File: src/rtl/mp3_bus_pkg.sv
// Shared types and constants for the VS1003 serial bus arbiter.
package mp3_bus_pkg;

  typedef enum logic [2:0] {
    ST_IDLE,
    ST_SCI_SHIFT,
    ST_SDI_LOAD,
    ST_SDI_SHIFT,
    ST_GAP
  } arb_state_e;

  // Opcode byte that prefixes every SCI register write frame.
  localparam logic [7:0] SCI_WRITE_OP = 8'h02;

  // Cycles with both chip selects high before the bus may be granted again.
  localparam int GAP_CYCLES = 2;

  // Builds the 32-bit SCI write frame: opcode, register address, data.
  function automatic logic [31:0] sci_frame(input logic [7:0] addr, input logic [15:0] data);
    return {SCI_WRITE_OP, addr, data};
  endfunction

endpackage

File: src/rtl/spi_shifter.sv
// MSB-first serialiser: each bit is CLK_DIV cycles SCK low, then CLK_DIV
// cycles SCK high. SI only moves on the falling SCK edge, so it is stable
// across every rising edge the decoder samples on.
module spi_shifter
  import mp3_bus_pkg::*;
#(
  parameter int CLK_DIV = 1
) (
  input  logic        clk,
  input  logic        rst,
  input  logic        load,
  input  logic        width32,
  input  logic [31:0] word,
  output logic        sck,
  output logic        si,
  output logic        done
);

  localparam logic [7:0] DIV_LAST = 8'(CLK_DIV - 1);

  logic [31:0] sr_q, sr_d;
  logic [4:0]  bit_cnt_q, bit_cnt_d;
  logic [7:0]  div_cnt_q, div_cnt_d;
  logic        sck_q, sck_d;
  logic        active_q, active_d;
  logic        div_end;

  // Prescaler, SCK phase and bit countdown; done fires in the last SCK-high cycle.
  always_comb begin
    sr_d      = sr_q;
    bit_cnt_d = bit_cnt_q;
    div_cnt_d = div_cnt_q;
    sck_d     = sck_q;
    active_d  = active_q;
    div_end   = (div_cnt_q == DIV_LAST);
    done      = active_q && sck_q && div_end && (bit_cnt_q == 5'd0);
    if (load) begin
      sr_d      = word;
      bit_cnt_d = width32 ? 5'd31 : 5'd7;
      div_cnt_d = 8'd0;
      sck_d     = 1'b0;
      active_d  = 1'b1;
    end else if (active_q) begin
      if (div_end) begin
        div_cnt_d = 8'd0;
        if (!sck_q) begin
          sck_d = 1'b1;
        end else begin
          // Falling edge: present the next bit (zeros fill in, so SI idles low).
          sck_d = 1'b0;
          sr_d  = {sr_q[30:0], 1'b0};
          if (bit_cnt_q == 5'd0) begin
            active_d = 1'b0;
          end else begin
            bit_cnt_d = bit_cnt_q - 5'd1;
          end
        end
      end else begin
        div_cnt_d = div_cnt_q + 8'd1;
      end
    end
  end

  // Shifter state; SI and SCK come straight from flops so reset forces them low.
  always_ff @(posedge clk or negedge rst) begin
    if (!rst) begin
      sr_q      <= 32'h0;
      bit_cnt_q <= 5'd0;
      div_cnt_q <= 8'd0;
      sck_q     <= 1'b0;
      active_q  <= 1'b0;
    end else begin
      sr_q      <= sr_d;
      bit_cnt_q <= bit_cnt_d;
      div_cnt_q <= div_cnt_d;
      sck_q     <= sck_d;
      active_q  <= active_d;
    end
  end

  assign sck = sck_q;
  assign si  = sr_q[31];

endmodule

File: src/rtl/mp3_bus_arbiter.sv
// Shares the VS1003 serial pins between an SCI command port and an SDI
// data port, alternating grants when both are pending and bursting data
// in chunks of at most BURST_BYTES under one XDCS low.
module mp3_bus_arbiter
  import mp3_bus_pkg::*;
#(
  parameter int CLK_DIV     = 1,
  parameter int BURST_BYTES = 32
) (
  input  logic        clk,
  input  logic        rst,
  input  logic        cmd_req,
  input  logic [7:0]  cmd_addr,
  input  logic [15:0] cmd_data,
  output logic        cmd_ack,
  input  logic        dat_valid,
  input  logic [7:0]  dat_byte,
  output logic        dat_ready,
  input  logic        DREQ,
  output logic        XCS,
  output logic        XDCS,
  output logic        SCK,
  output logic        SI,
  output logic        busy
);

  localparam logic [7:0] BURST_LAST = 8'(BURST_BYTES);
  localparam logic [1:0] GAP_LAST   = 2'(GAP_CYCLES - 1);

  arb_state_e  state_q, state_d;
  logic        xcs_q, xcs_d;
  logic        xdcs_q, xdcs_d;
  logic        cmd_ack_q, cmd_ack_d;
  logic        last_cmd_q, last_cmd_d;
  logic [7:0]  burst_cnt_q, burst_cnt_d;
  logic [1:0]  gap_cnt_q, gap_cnt_d;

  logic        sh_load, sh_w32, sh_done;
  logic [31:0] sh_word;
  logic        cmd_win;

  spi_shifter #(.CLK_DIV(CLK_DIV)) u_shifter (
    .clk     (clk),
    .rst     (rst),
    .load    (sh_load),
    .width32 (sh_w32),
    .word    (sh_word),
    .sck     (SCK),
    .si      (SI),
    .done    (sh_done)
  );

  // Next-state, chip selects, handshakes and round-robin grant selection.
  always_comb begin
    state_d     = state_q;
    xcs_d       = xcs_q;
    xdcs_d      = xdcs_q;
    cmd_ack_d   = 1'b0;
    last_cmd_d  = last_cmd_q;
    burst_cnt_d = burst_cnt_q;
    gap_cnt_d   = gap_cnt_q;
    sh_load     = 1'b0;
    sh_w32      = 1'b0;
    sh_word     = 32'h0;
    // A command loses only when data is also waiting and the previous grant was a command.
    cmd_win     = cmd_req && !(dat_valid && last_cmd_q);
    unique case (state_q)
      ST_IDLE: begin
        if (DREQ && cmd_win) begin
          sh_load    = 1'b1;
          sh_w32     = 1'b1;
          sh_word    = sci_frame(cmd_addr, cmd_data);
          xcs_d      = 1'b0;
          last_cmd_d = 1'b1;
          state_d    = ST_SCI_SHIFT;
        end else if (DREQ && dat_valid) begin
          xdcs_d     = 1'b0;
          last_cmd_d = 1'b0;
          state_d    = ST_SDI_LOAD;
        end
      end
      ST_SCI_SHIFT: begin
        // The ack cycle is spent here with XCS already high, then GAP follows.
        if (cmd_ack_q) begin
          state_d = ST_GAP;
        end else if (sh_done) begin
          xcs_d     = 1'b1;
          cmd_ack_d = 1'b1;
        end
      end
      ST_SDI_LOAD: begin
        if (dat_valid) begin
          sh_load     = 1'b1;
          sh_word     = {dat_byte, 24'h0};
          burst_cnt_d = burst_cnt_q + 8'd1;
          state_d     = ST_SDI_SHIFT;
        end else begin
          xdcs_d  = 1'b1;
          state_d = ST_GAP;
        end
      end
      ST_SDI_SHIFT: begin
        if (sh_done) begin
          if ((burst_cnt_q == BURST_LAST) || !DREQ) begin
            xdcs_d  = 1'b1;
            state_d = ST_GAP;
          end else begin
            state_d = ST_SDI_LOAD;
          end
        end
      end
      ST_GAP: begin
        burst_cnt_d = 8'd0;
        if (gap_cnt_q == GAP_LAST) begin
          gap_cnt_d = 2'd0;
          state_d   = ST_IDLE;
        end else begin
          gap_cnt_d = gap_cnt_q + 2'd1;
        end
      end
      default: begin
        xcs_d   = 1'b1;
        xdcs_d  = 1'b1;
        state_d = ST_IDLE;
      end
    endcase
  end

  // State and pin registers; reset raises both chip selects immediately.
  always_ff @(posedge clk or negedge rst) begin
    if (!rst) begin
      state_q     <= ST_IDLE;
      xcs_q       <= 1'b1;
      xdcs_q      <= 1'b1;
      cmd_ack_q   <= 1'b0;
      last_cmd_q  <= 1'b0;
      burst_cnt_q <= 8'd0;
      gap_cnt_q   <= 2'd0;
    end else begin
      state_q     <= state_d;
      xcs_q       <= xcs_d;
      xdcs_q      <= xdcs_d;
      cmd_ack_q   <= cmd_ack_d;
      last_cmd_q  <= last_cmd_d;
      burst_cnt_q <= burst_cnt_d;
      gap_cnt_q   <= gap_cnt_d;
    end
  end

  assign XCS       = xcs_q;
  assign XDCS      = xdcs_q;
  assign cmd_ack   = cmd_ack_q;
  assign dat_ready = (state_q == ST_SDI_LOAD);
  assign busy      = (state_q != ST_IDLE);

endmodule

File: config.mk
export PLATFORM = sky130hd
export DESIGN_NAME = mp3_bus_arbiter
export DESIGN_NICKNAME = d
export VERILOG_FILES = /design/src/rtl/mp3_bus_pkg.sv /design/src/rtl/spi_shifter.sv /design/src/rtl/mp3_bus_arbiter.sv
export SDC_FILE = /design/constraint.sdc
export NUM_CORES = 1
export LEC_CHECK = 0
export ABC_AREA = 1
export BUFFER_PORTS_ARGS = -buffer_cell sky130_fd_sc_hd__buf_2
export CORE_UTILIZATION = 35
export CTS_BUF_LIST = sky130_fd_sc_hd__clkbuf_16
export CTS_CLUSTER_SIZE = 24
export DETAILED_ROUTE_END_ITERATION = 12
export GPL_TIMING_DRIVEN = 0
export SYNTH_ARGS = -nofsm -noshare
export SYNTH_HDL_FRONTEND = slang
export SYNTH_SLANG_ARGS = --single-unit
export TNS_END_PERCENT = 50
File: constraint.sdc
create_clock -name clk -period 3.9 [get_ports clk]
set_input_delay 0.585 -clock clk [delete_from_list [all_inputs] [get_ports clk]]
set_output_delay 0.585 -clock clk [all_outputs]
set_load 0.05 [all_outputs]
# Word-level counts from Yosys, hierarchy flattened
# Cells that the tools add are included.
# Widths: inputs -> output; s select.
# word_totals
register_bits	64
in_bits	37
output_inout_bits	7
wordCells	120
# classes
add_sub_neg	4
eq_ne	19
n_mux	54
bitwise_logic	2
reduce_logical	29
# ops
op	n
$mux 32	5
$pmux 32 s2	1
$mux 8	4
$mux 5	6
$mux 26	1
$mux 1	24
$ne 2x2->1 const B	12
$mux 3	7
$add 8x1->8 const B	2
$pmux 8 s2	1
$pmux 3 s5	1
$reduce_and 4->1	3
$reduce_bool 2->1	5
$eq 8x6->1 const B	1
$logic_not 8->1	1
$logic_and 1x1->1	7
$eq 3x2->1 const B	2
$reduce_and 2->1	3
$reduce_and 6->1	1
$logic_not 5->1	1
$sub 5x1->5 const B	1
$pmux 1 s4	1
$eq 3x1->1 const B	1
$eq 3x3->1 const B	1
14 further kinds	16

# Depth between registers and ports, before layout
# depth
word_depth	8
ltp_mapped	9
depth_no_buf	9

# Hierarchy
# A second synthesis with hierarchy kept.
# hier_totals
hier_cells	545
hier_area_um2	3799.9
# modules_own_cells
mod	instances	cells_per_inst	area_each_um2	seq_area_each_um2
spi_shifter	1	330	2456.1	1176.1
mp3_bus_arbiter	1	215	1343.8	427.9

# Worst setup path before layout
# No wires, ideal clock.
# synth_timing
path_type	register to register
start	reg state_q[0]
end	reg u_shifter.div_cnt_q[2]
setup_time_ns	0.120
arrival_ns	1.404
required_time_ns	3.780
slack_ns	2.376
path_stages_with_launch	9
n_path_buf	0
synth_period_minus_slack_ns	1.524
path_cell_list	dfrtp_1 nor2_4 nand2_2 inv_2 nand2_1 nand2_1 nor2_1 o21ai_0 nor2_1
# synth_between
elab_chain_cells	3
elab_cells_between_ends	5
cone_classes	eq/ne: 1; mux: 2; reduce/logical: 2
# synth_lines
element	line_no	source
start, declared	mp3_bus_arbiter.sv:30	arb_state_e state_q, state_d;
start signal, assigned	mp3_bus_arbiter.sv:140	state_q <= state_d;
$eq 3x2->1 (*)	-	
named net dat_ready	mp3_bus_arbiter.sv:18	output logic dat_ready,
$pmux 1 s2 (*)	mp3_bus_arbiter.sv:67	unique case (state_q)
$mux 8 or $reduce_bool 2->1 (tied branches)	-	
end signal, assigned	spi_shifter.sv:75	div_cnt_q <= div_cnt_d;
end, declared	spi_shifter.sv:23	logic [7:0] div_cnt_q, div_cnt_d;
# The timed path passes the listed nets; every way through them passes the cells marked *.
# A chain may end at the register's enable or synchronous reset.

# Final worst setup path
# layout_timing
start	reg state_q[0]
end	out dat_ready
# layout_between
elab_chain_cells	1
# layout_lines
element	line_no	source
$eq 3x2->1	mp3_bus_arbiter.sv:153	assign dat_ready = (state_q == ST_SDI_LOAD);
end, declared	mp3_bus_arbiter.sv:18	
# No other way between the ends.

==> impl_metrics.toml <==
[status]
status = "finished, final reports clean"

[drt]
drt_iter0_drc = 147
drc_errors = 0
via_count = 3167
routed_wl_um = 7810
wl_per_cell_um = 11.5
drt.antenna.violating_nets = 0
firstDrtPassIters = 4
viasPerCell = 4.65

[finish]
synthToLayoutAreaGrowth_pct = 18.2
multiInputGateArea_sq_mm = 0.00167
drive_above_1_share = 0.155
stdcell_area_sq_mm = 0.00417
nets = 585
seqCellArea_sq_mm = 0.00160
finalNonFillerCells = 681
antenna-diode-count = 0
fillers = 1044

[yosys]
synthesis.area_sq_mm = 0.00353
muxShareOfSynthArea = 0
synth_xor_area_frac = 0.0124
synth_top_family_by_area = "simple AND/OR/NAND/NOR gates"
syn_nets = 531
postSynthAreaPerCell_sq_um = 7.22
synthAdderAreaFrac = 0.0177
synth_seq_cells = 64
ys_warn_count = 0
synth-compound-area-share = 0.0567
synth.distinct_cells = 28
ys_seq_area_frac = 0.454
yosys.area_share.simple = 0.386
synthCells = 489

[cts]
cts.clk_slew.worst_paths_ns = 0.05
cts_tree = "done"
clkLatencyLatePin_ns = 0.33
htree_levels = 3
cts.sinks = 64
cts_buffers = 9
postCtsHoldBufs = 0
postCtsSetupRepairBufs = 0
clock_path_buffers = 2
cts-root-buf = "clkbuf_16"
cts_resized = 0

[floorplan]
core_sq_mm = 0.00977
start_util = 0.361
die_h_um = 102
io_pins = 44
placement_rows = 36
die_w_um = 102
die-area_sq_mm = 0.0105

[setup_path]
cp.required_ns = 3.31
crit_path_end_kind = "primary output"
regToRegStartpoint = "u_shifter.div_cnt_q[0]"
path_class = "flip-flop to primary output"
cp_max_fo = 3
worstRegToRegCells = 9
rrSetupSlack_ns = 2.17
critical_path.endpoint = "dat_ready"
crit_arrival_ns = 1.34
path_cells = "nor2_4 -> nand2_2 -> inv_2 -> buf_2"
crit_buf_inv = 2
max_stage_delay_ns = 0.41
cp-start-kind = "flip-flop"
startpoint = "state_q[0]"
crit_family = "flip-flops"
crit_cells = 4
r2r-end = "u_shifter.sr_q[26]"
slowest_stage = "dfrtp_1"

[sta]
min_period_ns = 1.93
rsz0062_at_grt = "no"
slew-limit-headroom = 0.452
finalSetupTns_ns = 0
worstMarginPinSlew_ns = 0.822
hold_violations = 0
final_max_slew_viol_count = 0
finalCritPeriodShare = 0.495
setup_violations = 0
clock.fmax_mhz = 519
finClkSkew_ns = 0.00711

[placed_design]
dp.cells = 665
gp_congestion = 0.880
dp_hpwl_um = 5520
port_buffers = 43
dpl_cell_area_sq_mm = 0.00391

[global_routing]
grt.total_usage = 0.169
grt_pass1_wl_um = 13800
grt_max_degree = 65
grt_overflow = 0
antenna_found_initial = 0
first_global_vias = 3011

[power]
power.leakage_nw = 2.30
total_power_w = 0.00145
powerDensity_mw_per_mm2 = 347
vdd_drop_max_uv = 235

[flow_run]
maxCapViolCount = 0

[min_path]
hp-class = "primary input to async pin"
## cells in the final DEF, fill, tap and decap left out, types with 2 or more instances in the layout
master	n
a21oi_1	17
buf_1	2
buf_2	52
buf_6	4
clkbuf_16	9
clkinv_1	2
clkinv_2	2
dfrtp_1	62
dfstp_2	2
ha_1	5
inv_1	40
inv_2	2
nand2_1	219
nand2_2	5
nand3_1	52
nand4_1	6
nor2_1	25
nor2_4	2
nor2_8	2
nor3_1	4
o21ai_0	19
xor2_1	4
## metrics by stage
step / util / setup slack, ns / hold WS [ns]
global placement: 0.400 / 1.92 / 0.449
floorplan: - / 2.38 / 0.289
global route: 0.427 / 1.93 / 0.443
detailed placement: 0.400 / 2.01 / 0.450
CTS: 0.427 / 1.96 / 0.402
finish: 0.427 / 1.97 / 0.360
## layer usage
| layer | GRT usage | vias up | routed length, um |
|---|---|---|---|
| met5 | 0 | - | 0 |
| met4 | 0.0473 | 0 | 86 |
| met3 | 0.0390 | 10 | 288 |
| met2 | 0.277 | 63 | 3520 |
| met1 | 0.222 | 1440 | 3910 |
| li1 | - | 1654 | - |
## where the power goes
part / switching [W] / internal [W] / leakage [nW] / total (W)
clock network: 0.000277 / 0.000418 / 0.133 / 0.000695
logic: 0.0000377 / 0.0000272 / 1.36 / 0.0000648
registers: 0.00000779 / 0.000679 / 0.808 / 0.000687
total: 0.000322 / 0.00112 / 2.30 / 0.00145
## synth_stat cells (all sizes together)
| library cell | number | share of area |
|---|---|---|
| o31ai | 1 | 0.0021 |
| xor2 | 4 | 0.0099 |
| xnor2 | 1 | 0.0025 |
| ha | 5 | 0.018 |
| a21oi | 17 | 0.024 |
| nor2 | 30 | 0.046 |
| buf | 16 | 0.029 |
| nand3b | 1 | 0.0021 |
| dfstp | 2 | 0.015 |
| nand2 | 225 | 0.24 |
| inv | 40 | 0.043 |
| clkbuf | 1 | 0.0011 |
| o21ai | 20 | 0.028 |
| nor3 | 4 | 0.0057 |
| nand3 | 53 | 0.077 |
| o21bai | 1 | 0.0021 |
| dfrtp | 62 | 0.44 |
| nand4 | 6 | 0.011 |
## how the worst min path moves through the flow
stage                                   endpoint  startpoint  depth (start not counted)
final                     u_shifter.div_cnt_q[1]         rst                          1
after global placement                      XDCS        XDCS                          2
after global routing                  last_cmd_q         rst                          1
after detailed placement                    XDCS        XDCS                          2
after floorplan                   burst_cnt_q[0]         rst                          0
after CTS                             last_cmd_q         rst                          1
## cell type report
| class | count | share of cell area |
|---|---|---|
| buffer | 17 | 0.0255 |
| clock buffer | 9 | 0.0540 |
| clock inverter | 7 | 0.00780 |
| inverter | 40 | 0.0360 |
| multi-input combinational | 368 | 0.400 |
| sequential | 64 | 0.385 |
| tap | 133 | 0.0399 |
| timing repair buffer | 43 | 0.0522 |
## cell families after synthesis
| group | count (synthesis) |
|---|---|
| simple gates | 319 |
| flops | 64 |
| buf+inv | 57 |
| compound gates | 39 |
| xor+xnor | 5 |
| fa+ha+maj | 5 |
## state kept, by name (all words and copies together) (netlist names)
signal,cells
cmd_ack,1
burst_cnt_q,8
u_shifter.sck,1
u_shifter.active_q,1
state_q,3
XCS,1
u_shifter.div_cnt_q,8
u_shifter.bit_cnt_q,5
gap_cnt_q,2
u_shifter.sr_q,32
XDCS,1
last_cmd_q,1
(Power assumes the default switching activity.)
